### src/rtl/mem_ctrl.sv
// Byte-serial RAM sequencer shared by icache refill (IF) and the MEM stage.
// Breaks 1/2/4-byte accesses into single-byte RAM cycles and packs read bytes little-endian.
module mem_ctrl #(
  parameter int ADDR_W   = 32,
  parameter int PRIO_MEM = 1
) (
  input  logic              clk,
  input  logic              rst,
  input  logic              rdy,
  input  logic              if_req_i,
  input  logic [ADDR_W-1:0] if_addr_i,
  input  logic              if_flush_i,
  output logic              if_done_o,
  output logic [31:0]       if_inst_o,
  output logic              icache_we_o,
  output logic [ADDR_W-1:0] icache_waddr_o,
  output logic [31:0]       icache_winst_o,
  input  logic              mem_req_i,
  input  logic              mem_we_i,
  input  logic [ADDR_W-1:0] mem_addr_i,
  input  logic [1:0]        mem_len_i,
  input  logic [31:0]       mem_wdata_i,
  output logic              mem_done_o,
  output logic [31:0]       mem_rdata_o,
  input  logic [7:0]        ram_din_i,
  output logic [7:0]        ram_dout_o,
  output logic [ADDR_W-1:0] ram_a_o,
  output logic              ram_wr_o
);
  typedef enum logic [2:0] {IDLE, IF_RD, MEM_RD, MEM_WR, DONE} state_t;

  state_t            state;
  logic [ADDR_W-1:0] base;
  logic [2:0]        cnt, nbytes, idx;
  logic [31:0]       wdata, rbuf, rnext;
  logic [1:0]        bsel;
  logic              own_if, frz, busy, take_mem, take_if;

  assign take_mem = mem_req_i && (PRIO_MEM != 0 || !(if_req_i && !if_flush_i));
  assign take_if  = if_req_i && !if_flush_i && !take_mem;

  // Reads run one edge past the last issued byte; hold the address on the last byte.
  assign idx  = (cnt < nbytes) ? cnt : 3'(nbytes - 3'd1);
  assign busy = (state == IF_RD) || (state == MEM_RD) || (state == MEM_WR);
  assign bsel = cnt[1:0] - 2'd1;

  assign ram_a_o    = busy ? base + ADDR_W'(idx) : '0;
  assign ram_wr_o   = (state == MEM_WR) && rdy;
  assign ram_dout_o = (state == MEM_WR) ? wdata[{idx[1:0], 3'b000} +: 8] : 8'h00;

  always_comb begin
    rnext = rbuf;
    if (cnt != 3'd0) rnext[{bsel, 3'b000} +: 8] = ram_din_i;
  end

  function automatic logic [2:0] len2n(input logic [1:0] len);
    case (len)
      2'b00:   return 3'd1;
      2'b01:   return 3'd2;
      default: return 3'd4;
    endcase
  endfunction

  always_ff @(posedge clk) begin
    if (rst) begin
      state          <= IDLE;
      base           <= '0;
      cnt            <= '0;
      nbytes         <= '0;
      wdata          <= '0;
      rbuf           <= '0;
      own_if         <= 1'b0;
      frz            <= 1'b0;
      if_done_o      <= 1'b0;
      if_inst_o      <= '0;
      icache_we_o    <= 1'b0;
      icache_waddr_o <= '0;
      icache_winst_o <= '0;
      mem_done_o     <= 1'b0;
      mem_rdata_o    <= '0;
    end else begin
      frz <= !rdy;
      if (rdy) begin
        if_done_o   <= 1'b0;
        mem_done_o  <= 1'b0;
        icache_we_o <= 1'b0;
        case (state)
          IDLE: begin
            cnt  <= '0;
            rbuf <= '0;
            if (take_mem) begin
              state  <= mem_we_i ? MEM_WR : MEM_RD;
              base   <= mem_addr_i;
              nbytes <= len2n(mem_len_i);
              wdata  <= mem_wdata_i;
              own_if <= 1'b0;
            end else if (take_if) begin
              state  <= IF_RD;
              base   <= if_addr_i;
              nbytes <= 3'd4;
              own_if <= 1'b1;
            end
          end
          IF_RD, MEM_RD: begin
            if (state == IF_RD && if_flush_i) begin
              state <= IDLE;
            end else if (frz) begin
              // RAM data in flight across a freeze is stale: reissue from byte 0.
              cnt <= '0;
            end else begin
              rbuf <= rnext;
              if (cnt == nbytes) begin
                state <= DONE;
                if (own_if) begin
                  if_done_o      <= 1'b1;
                  icache_we_o    <= 1'b1;
                  if_inst_o      <= rnext;
                  icache_winst_o <= rnext;
                  icache_waddr_o <= base;
                end else begin
                  mem_done_o  <= 1'b1;
                  mem_rdata_o <= rnext;
                end
              end else begin
                cnt <= cnt + 3'd1;
              end
            end
          end
          MEM_WR: begin
            if (cnt == 3'(nbytes - 3'd1)) begin
              state      <= DONE;
              mem_done_o <= 1'b1;
            end else begin
              cnt <= cnt + 3'd1;
            end
          end
          default: state <= IDLE;
        endcase
      end
    end
  end
endmodule

### config.mk
export PLATFORM = sky130hd
export DESIGN_NAME = mem_ctrl
export DESIGN_NICKNAME = d
export VERILOG_FILES = /design/src/rtl/mem_ctrl.sv
export SDC_FILE = /design/constraint.sdc
export NUM_CORES = 1
export LEC_CHECK = 0
export ABC_AREA = 1
export CAP_MARGIN = 10
export CORE_ASPECT_RATIO = 2
export CORE_MARGIN = 2
export CORE_UTILIZATION = 40
export DETAILED_ROUTE_END_ITERATION = 8
export PLACE_DENSITY = 0.72
export SYNTH_ARGS = -nofsm -noshare
export SYNTH_HDL_FRONTEND = slang
export SYNTH_SLANG_ARGS = --single-unit
### constraint.sdc
create_clock -name clk -period 6.8 [get_ports clk]
set_input_delay 0.68 -clock clk [delete_from_list [all_inputs] [get_ports clk]]
set_output_delay 0.68 -clock clk [all_outputs]
set_load 0.05 [all_outputs]
==> results of run 1 <==
power breakdown:
group          switching (W)  internal (W)
Sequential          0.000165       0.00136
Clock               0.000466      0.000648
Combinational        0.00136      0.000601
Total                0.00199       0.00261
kinds of logic (layout without fill, tap and decap cells):
| group | Yosys count | after routing | synth area share [%] |
|---|---|---|---|
| flops | 205 | 205 | 40.05 |
| simple gates | 670 | 670 | 27.07 |
| compound gates | 364 | 364 | 18.99 |
| fa+ha+maj | 14 | 14 | 1.783 |
| xor+xnor | 6 | 6 | 0.5129 |
| buf+inv | 252 | 465 | 11.59 |
| other cells | 0 | 1 | 0 |
critical path, delay by kind of cell, from the launching register on:
family                     cells  cell delay, ps
buffers and inverters          3            1170
DFF                            1             870
adders and majority gates      3             810
and+or+nand+nor               11            1350
AOI/OAI and AO/OA              1             260
through the flow:
step,worst slack [ps],area [µm²]
6_report,1160,13570
2_1_floorplan,2996,10250
4_1_cts,1169,13540
5_1_grt,687.7,13570
3_5_place_dp,1731,12890
3_3_place_gp,1840,12890
final cells by class:
type,count,area [µm²],share of cell area (%)
well taps,336,420.4,3.098
flip-flops and latches,205,4104,30.24
clock inverters,4,51.30,0.3781
repair buffers,291,2910,21.45
clock buffers,30,599.3,4.417
multi-input cells,1054,4955,36.51
inverters,140,526.8,3.882
diodes,1,2.502,0.01844
metal layers:
layer | routed length [µm] | up-vias
li1 | - | 5268
met2 | 18740 | 325
met1 | 11300 | 4671
met3 | 1543 | 104
met5 | 0 | -
met4 | 2261 | 0
cells in the mapped netlist:
cell type	n
nand2_1	322
nor2_1	216
dfxtp_1	205
inv_1	129
o21ai_0	122
a21oi_1	119
nand3_1	93
o21ai_1	58
buf_4	41
clkbuf_1	38
a31oi_1	34
o21a_1	24
buf_2	22
nor3_1	15
ha_1	13
inv_2	10
buf_6	8
nand2_2	8
xor2_1	5
nand4_1	4
a22oi_1	3
buf_1	3
nand3_2	3
a21oi_2	2
nor2_2	2
nor3_4	2
a211oi_1	1
clkinv_1	1
fa_1	1
nand2_4	1
nand3_4	1
nand4_4	1
nor3b_1	1
o21ai_2	1
or2_2	1
xnor2_1	1
state kept, by name, summed over array words and instances, names as in the netlist:
name	count
cnt	3
base	32
mem_rdata_o	32
state	3
wdata	32
rbuf	32
icache_waddr_o	32
own_if	1
nbytes	3
mem_done_o	1
frz	1
icache_winst_o	32
icache_we_o	1
worst paths after layout:
path,to,slack [ps],cells after the start
worst min-delay path,mem_rdata_o[31],440,2
worst max register to register,mem_rdata_o[29],3600,7
worst max-delay path,ram_a_o[30],1160,18
worst min register to register,mem_rdata_o[31],440,2
==> metrics.md, run 1 <==
| Metric | Value |
|---|---|
| Run status | completed |
| Vias per cell | approximately 5 |
| Crit path cell chain | inv_1, ha_1, inv_1, nand3_1, nand2_2, nand2_1, nand2_1, ha_1, fa_1, nand2_1, a21oi_2, nand3_1, nor2_2, nand2_1, nand2_1, nand2_1, nor2_1, clkdlybuf4s50_1 |
| GR peak layer | met2 |
| Via count | slightly above 10k |
| Total power | ~0.0046 W |
| GP Congestion | between 0.9 and 1 |
| Sequential share of the synthesized area | 40.05% |
| Most frequent CP cell | nand2_1 |
| Fin. max-slew vios | 0 |
| Vias in the first global route | around 10k |
| Post-synthesis average cell area | around 6.8 µm² |
| Final #Nets | around 1.8k |
| Post-route ant nets | 0 |
| Std cell rows | 82 |
| WL/cell | approximately 16 µm |
| Post-Route Setup TNS | 0 ps |
| CP Class | register to output pin |
| Placed Cells | 2025 |
| CTS buffer count | 20 |
| Largest stage delay on the critical path | approximately 870 ps |
| Initial Util | between 40 and 50% |
| Root Buffer | clkbuf_16 |
| Antenna violations before repair | 1 |
| Pre-antenna DRT Iters | 5 |
| Pin count of the biggest net entering global routing | ~130 |
| Leading cell type in the layout, fill and taps excluded | nand2_1 |
| Remaining DRCs | 0 |
| # port buffers | around 280 |
| Final setup fails | 0 |
| Post-Syn Area | between 10000 and 15000 µm² |
| Crit start category | register |
| CTS Buffer Depth | 3 |
| First-pass GRT wire length | about 52000 µm |
| Crit path DAT | 4960 ps |
| Synthesized Nets | ~1.6k |
| RSZ-0062 raised after global routing | false |
| Hold/Removal Path Class | register to register |
| Final std cells w/o fill | a little over 2k |
| Max Fclk | ~180 MHz |
| Clk_lat worst skew | ~500 ps |
| Total GRT Usage | 24.67% |
| Final WL | approximately 34000 µm |
| Area share of the largest cell type after synthesis | between 40% and 50% |
| Relative max-transition margin | between 20% and 30% |
| Setup Skew | just under 9 ps |
| Share of cells above drive strength 1 | 4.060% |
| Final core utilization | a little over half |
| Starting DRT DRC Count | ~540 |
| Die Span Y | around 230 µm |
| Number of synthesized register bits | around 200 |
| Most frequent cells in the layout | nand2_1, clkdlybuf4s50_1, nor2_1 |
| Pleak | between 5 and 6 nW |
| Setup bufs post-CTS | 0 |
| Hold path startpoint | mem_rdata_o[31] |
| Met2 usage | between 40% and 50% |
| TritonCTS clock tree | built |
| Total grt overflow | 0 |
| Final Cycle Share | between 80% and 90% |
| Pwr/cell area | between 300 and 400 nW/µm² |
| Synth area leaders | dfxtp_1, nand2_1, nor2_1 |
| Clock sinks | about 210 |
| Tightest Pin Transition | roughly 1100 ps |
| Crit Reg-Reg Startpoint | cnt[0] |
| Post_cts resized | 0 |
| Ys Warns | 0 |
| Crit-path max FO | 26 |
| Area grow syn2layout | 32.43% |
| Met1 Resource Use GR | 23.46% |
| # IOs | between 200 and 300 |
| Post-CTS Hold Buffers | 0 |
| Fill count | 2483 |
| Die width | 117.2 µm |
| M3 GR Usage | ~3.3% |
| Clock-pin slew on the worst setup and hold paths | roughly 60 ps |
| Worst IR drop on VDD | roughly 0.0002 V |
| Die ar. | between 20000 and 30000 µm² |
| Core area | between 20000 and 30000 µm² |
| Max cap viols | 0 |
| Minimum clock period | 5640 ps |
| Synth area leader | dfxtp_1 |
| Final hold slack | between 400 and 500 ps |
| CP Data Required Time | 6120 ps |
| Crit path launch | cnt[0] |
| CP max stage cell | dfxtp_1 |
| Fin. Hold Viols | 0 |
| Post-Syn Instances | between 1.5k and 2k |
| CP endpoint kind | output pin |
| Estimated wirelength of the detail-placed design | 25270 µm |
| Yosys cell types | 36 |
| CTS HTree Levels | 1 |
Note: power is estimated with default switching activity, not from simulation.
==> inputs of run 2 (changes only) <==
PLACE_DENSITY = 0.74   (was 0.72)
clock period = 4.6 ns   (was 6.8 ns; I/O delays follow)
==> run 2 against run 1 <==
Effect of this change:
- first-iteration DRC count increased by 32%
- highest routed layer unchanged
- largest cell class unchanged
- clock skew about the same
- critical path type unchanged
- hold slack improved by 4.6 ps
- register-to-register slack got worse by 1600 ps
==> metrics.md, run 2 (synthesis results as in run 1) <==
| Metric | Value |
|---|---|
| Starting DRT DRC Count | ~700 |
| Initial Util | about two fifths |
| Final Cycle Share | between 90% and 100% |
| Reg2reg setup slack | roughly 2000 ps |
| Crit-path max FO | 10 |
| Minimum clock period | approximately 4300 ps |
| Die Span Y | about 230 µm |
| Vias in the first global route | approximately 10k |
| Fill count | approximately 2.5k |
| Total GRT Usage | 24.76% |
| Pin count of the biggest net entering global routing | 69 |
| Max cap viols | 0 |
| Die ar. | roughly 27000 µm² |
| Fin area | approximately 14000 µm² |
| GP Congestion | around 0.95 |
| Core area | around 25000 µm² |
| Pwr/cell area | ~500 nW/µm² |
| Post_cts resized | 0 |
| Fin. Hold Viols | 0 |
| Share of cells above drive strength 1 | roughly 6.1% |
| Clk_lat worst skew | 510 ps |
| Crit path DAT | about 3900 ps |
| Post-DP Area | between 10000 and 15000 µm² |
| Std cell rows | between 80 and 90 |
| Final core utilization | between 50% and 60% |
| CP Data Required Time | about 4100 ps |
| Final WL | 34170 µm |
| Worst slack, placed | 845.3 ps |
| Final #Nets | 1844 |
| ANT cells | 0 |
| Total grt overflow | 0 |
| Total power | slightly below 0.007 W |
| Post-Route Setup TNS | 0 ps |
| CTS buffer count | 20 |
| Post-route ant nets | 0 |
| Pleak | 5.201 nW |
| Setup Skew | approximately 8.8 ps |
| Relative max-transition margin | 24.55% |
| TritonCTS clock tree | built |
| Max Fclk | 229.9 MHz |
| Hold/Removal Path Class | register to register |
| First-pass GRT wire length | approximately 52000 µm |
| # IOs | about 290 |
| Clock sinks | approximately 210 |
| CTS Buffer Depth | 3 |
| Leading cell type in the layout, fill and taps excluded | nand2_1 |
| RSZ-0062 raised after global routing | false |
| Fin. max-slew vios | 0 |
| CTS HTree Levels | 1 |
| Post-CTS Hold Buffers | 0 |
| Most frequent cells in the layout | nand2_1, clkdlybuf4s50_1, nor2_1 |
| Setup bufs post-CTS | 0 |
| Antenna violations before repair | 0 |
| Crit start category | register |
| # port buffers | 284 |
| CP endpoint kind | output pin |
| Final setup fails | 0 |
| WL/cell | ~17 µm |
| Root Buffer | clkbuf_16 |
| CP Class | register to output pin |
| Remaining DRCs | 0 |
| Area grow syn2layout | 34.74% |
| Setup WS post-layout | approximately 250 ps |
| Via count | 10.57k |
| Die width | around 120 µm |
| Worst IR drop on VDD | approximately 0.0005 V |
| Estimated wirelength of the detail-placed design | ~26000 µm |
| Pre-antenna DRT Iters | 5 |
| Tightest Pin Transition | 1129 ps |
| Vias per cell | approximately 5.1 |
| Run status | completed |
| Clock-pin slew on the worst setup and hold paths | ~70 ps |
run 2: worst max-delay path: stages, from the launching register on:
cell	delay [ps]
dfxtp_1	480
ha_1	320
a21oi_2	210
nand2_2	150
o21ai_2	440
ha_1	250
inv_1	60
o21ai_0	170
nand4_1	100
nand2_1	150
xor2_1	100
nor2_1	120
clkdlybuf4s50_1	820
run 2: layer usage:
layer  routed length, µm  up-vias  track usage, %  share of wire, %
li1                    -     5290               -                 -
met1               11320     4838           23.43                33
met2               19550      338           48.81                57
met3                1441      103           3.387               4.2
met4                1865        0           13.09               5.5
met5                   0        -               0                 0
run 2: area by class of cell:
type                            count  area, µm²  area share, %
Clock buffer                       28      591.8          4.287
Timing Repair Buffer              296       3128          22.66
Inverter                          140      526.8          3.815
Clock inverter                      8      80.08         0.5800
Tap cell                          336      420.4          3.045
Multi-Input combinational cell   1054       4955          35.89
Sequential cell                   205       4104          29.73
run 2: where the power goes:
group          total [W]  internal, W  switching (W)
clock            0.00168     0.000964       0.000714
sequential       0.00223      0.00201       0.000221
combinational    0.00302     0.000962        0.00205
run 2: final timing paths:
kind                                   endpoint  depth (start not counted)       startpoint
worst max-delay path                 ram_a_o[9]                         12           cnt[2]
worst max register to register  mem_rdata_o[26]                          7           cnt[0]
worst min register to register  mem_rdata_o[30]                          2  mem_rdata_o[30]
worst min-delay path            mem_rdata_o[30]                          2  mem_rdata_o[30]
run 2: metrics by stage:
| stage | hold slack [ps] | instances |
|---|---|---|
| final | 449.1 | 2067 |
| after global routing | 473.9 | 2067 |
| after CTS | 449.1 | 2066 |
| after detailed placement | 438.8 | 2030 |
| after global placement | 436.8 | 2030 |
| after floorplan | 429.7 | 1511 |
==> inputs of run 3 (changes only) <==
ABC_AREA = default   (was 1)
CORE_MARGIN = default   (was 2)
MAX_ROUTING_LAYER = met4   (was default)
==> run 3 against run 2 <==
Effect of this change:
- clock power fell by 5%
- clock skew is 21 ps higher
- non-clock buffer count up 17
- first-iteration DRC count up 7.5%
- via count is 1.1% lower
- critical endpoint is now ram_a_o[28]
==> metrics.md, run 3 <==
| Metric | Value |
|---|---|
| Run status | completed |
| CP endpoint kind | output pin |
| Pre-antenna DRT Iters | 5 |
| Yosys cell types | 60 |
| Estimated wirelength of the detail-placed design | between 20000 and 30000 µm |
| Post-CTS Hold Buffers | 0 |
| Initial Util | around two fifths |
| Die Span Y | around 230 µm |
| Crit-path max FO | 18 |
| Hold Crit Depth | 3 |
| CTS HTree Levels | 1 |
| Fin. Hold Viols | 0 |
| Synth Area in XOR/XNOR | roughly 1.5% |
| Final Cycle Share | around 96% |
| Post-synth top flop | dfxtp_1 |
| Clock sinks | slightly above 200 |
| Die ar. | about 27000 µm² |
| Die width | ~120 µm |
| Met2 usage | 49.61% |
| Relative max-transition margin | between 30% and 40% |
| # IOs | roughly 290 |
| Crit Reg-Reg Startpoint | state[0] |
| Via count | 10.46k |
| Std cell rows | 84 |
| Vias per cell | 5.609 |
| Synth area leader | dfxtp_1 |
| Largest family of logic cells by synthesized area | compound AO/OA/AOI/OAI gates |
| Worst IR drop on VDD | 0.0002668 V |
| Max cap viols | 0 |
| Post-synthesis average cell area | roughly 8.1 µm² |
| Synthesized Nets | between 1k and 1.5k |
| Hold/Removal Path Class | input port to register |
| Max Fclk | around 230 MHz |
| Worst slack, placed | 457.5 ps |
| Remaining DRCs | 0 |
| CTS Buffer Depth | 3 |
| Adder-cell share of the synthesized area | under 10% |
| Synth area leaders | dfxtp_1, a21oi_1, a211oi_1 |
| Met1 Resource Use GR | around 25% |
| Total GRT Usage | 26.09% |
| Pin count of the biggest net entering global routing | 97 |
| Root Buffer | clkbuf_16 |
| Simple-gate area share of the yosys netlist | 19.91% |
| Final setup fails | 0 |
| Synth cell count leaders | dfxtp_1, a21oi_1, nand2_1 |
| Reg2reg setup slack | between 1500 and 2000 ps |
| Starting DRT DRC Count | 771 |
| Ys Warns | 0 |
| Final std cells w/o fill | 1864 |
| Synth Area in Compound Gates | a little over a quarter |
| Count leader, synth | dfxtp_1 |
| TritonCTS clock tree | built |
| Total power | between 0.004 and 0.005 W |
| Post-route ant nets | 0 |
| GR peak layer | met2 |
| Setup Skew | between 20 and 30 ps |
| Most frequent cells in the layout | clkdlybuf4s50_1, dfxtp_1, a21oi_1 |
| Antenna violations before repair | 0 |
| Hold Crit Endpoint | state[1] |
| Pwr/cell area | between 300 and 400 nW/µm² |
| Crit start category | register |
| Fin. max-slew vios | 0 |
| Hold path startpoint | mem_req_i |
| Async set-or-reset flop fraction in the synthesized netlist | 0% |
| Leading cell type in the layout, fill and taps excluded | clkdlybuf4s50_1 |
| Tightest Pin Transition | approximately 1000 ps |
| Placed Cells | around 1.8k |
| Post-Syn Area | around 11000 µm² |
| GP Congestion | between 0.9 and 1 |
| CP Data Required Time | 4140 ps |
| Core area | 26280 µm² |
| M3 GR Usage | 3.382% |
| Final #Nets | 1632 |
| Share of cells above drive strength 1 | between 10% and 20% |
| Setup WS post-layout | about 190 ps |
| Crit path DAT | 3950 ps |
| Final WL | about 35000 µm |
| Number of synthesized register bits | between 200 and 250 |
| Clk_lat worst skew | around 530 ps |
| Worst r2r dst | mem_rdata_o[4] |
| Sequential share of the synthesized area | between 30 and 40% |
| Area share of the largest cell type after synthesis | roughly two fifths |
| CTS buffer count | 20 |
| Post-Syn Instances | 1317 |
| Multiplexer area fraction after synthesis | 4.241% |
| First-pass GRT wire length | 55390 µm |
| Clock-pin slew on the worst setup and hold paths | 70 ps |
| WL/cell | ~19 µm |
| R2R cell count | 5 |
| Vias in the first global route | approximately 10k |
| Pleak | roughly 4.7 nW |
| Minimum clock period | between 4000 and 5000 ps |
| # port buffers | 284 |
| EDFF count, synth | 0 |
| CP Class | register to output pin |
| Total grt overflow | 0 |
| Area grow syn2layout | 35.20% |
run 3: cell types whose count changed in the layout (fill, tap and decap cells not counted), sizes merged, moves of 50 or more:
| cell | change |
|---|---|
| nand2 | -196 |
| inv | -114 |
| nor2 | -104 |
| o21ai | -113 |
| a211oi | +117 |
| nand3 | -50 |
run 3: layout make-up:
type,count,area [µm²]
Antenna cell,1,2.502
Clock buffer,24,535.5
Clock inverter,12,95.09
Fill cell,2451,11870
Inverter,24,90.09
Multi-Input combinational cell,941,5808
Sequential cell,205,4108
Tap cell,344,430.4
Timing Repair Buffer,313,3332
run 3: logic make-up (layout without fill, tap and decap cells):
logic type | after synthesis | in the layout
AOI/OAI and AO/OA | 424 | 424
other | 0 | 1
DFF | 205 | 205
and+or+nand+nor | 440 | 440
buffers and inverters | 171 | 373
xor gates and xnor gates | 17 | 17
adders and majority gates | 15 | 15
muxes | 45 | 45
run 3: timing repair:
item                                    CTS  global route
resized for setup                         1            12
buffers inserted                          0             3
endpoints found under the setup margin    4            18
pin swaps                                 0             2
run 3: worst max-delay path by stage:
| stage | startpoint | endpoint | cells past startpoint |
|---|---|---|---|
| final | nbytes[2] | ram_a_o[28] | 13 |
| after global routing | cnt[0] | ram_a_o[16] | 14 |
| after CTS | nbytes[2] | ram_a_o[20] | 11 |
| after detailed placement | cnt[2] | ram_a_o[28] | 11 |
| after global placement | cnt[2] | ram_a_o[28] | 11 |
| after floorplan | nbytes[2] | ram_a_o[18] | 11 |
run 3: critical path: stages, from the launching register on:
cell	delay, ps
dfxtp_1	390
inv_1	60
ha_1	340
and3b_1	190
buf_4	200
o21ai_0	260
o21ai_0	170
ha_1	250
fa_1	440
a21oi_2	300
nor3_2	140
nand4_1	160
mux2i_1	320
buf_12	180
run 3: metal layers:
metal / wire length (µm) / share of wire, %
met4: 1839 / 5.2
met3: 1793 / 5.1
met2: 19310 / 55
met1: 12260 / 35
met5: 0 / 0
run 3: report_power, final:
part | internal (W) | switching [W]
Clock | 0.000850 | 0.000751
Sequential | 0.00186 | 0.000117
Combinational | 0.000434 | 0.000713
run 3: through the flow:
stage | util (%) | TNS (ps) | area, µm² | hold slack [ps]
after floorplan | - | 0 | 10650 | 428.1
after global placement | 52.10 | 0 | 13690 | 433.3
after detailed placement | 52.10 | 0 | 13690 | 441.9
after CTS | 54.51 | 0 | 14320 | 349.9
after global routing | 54.80 | -38.46 | 14400 | 381.2
final | 54.81 | 0 | 14400 | 366.2
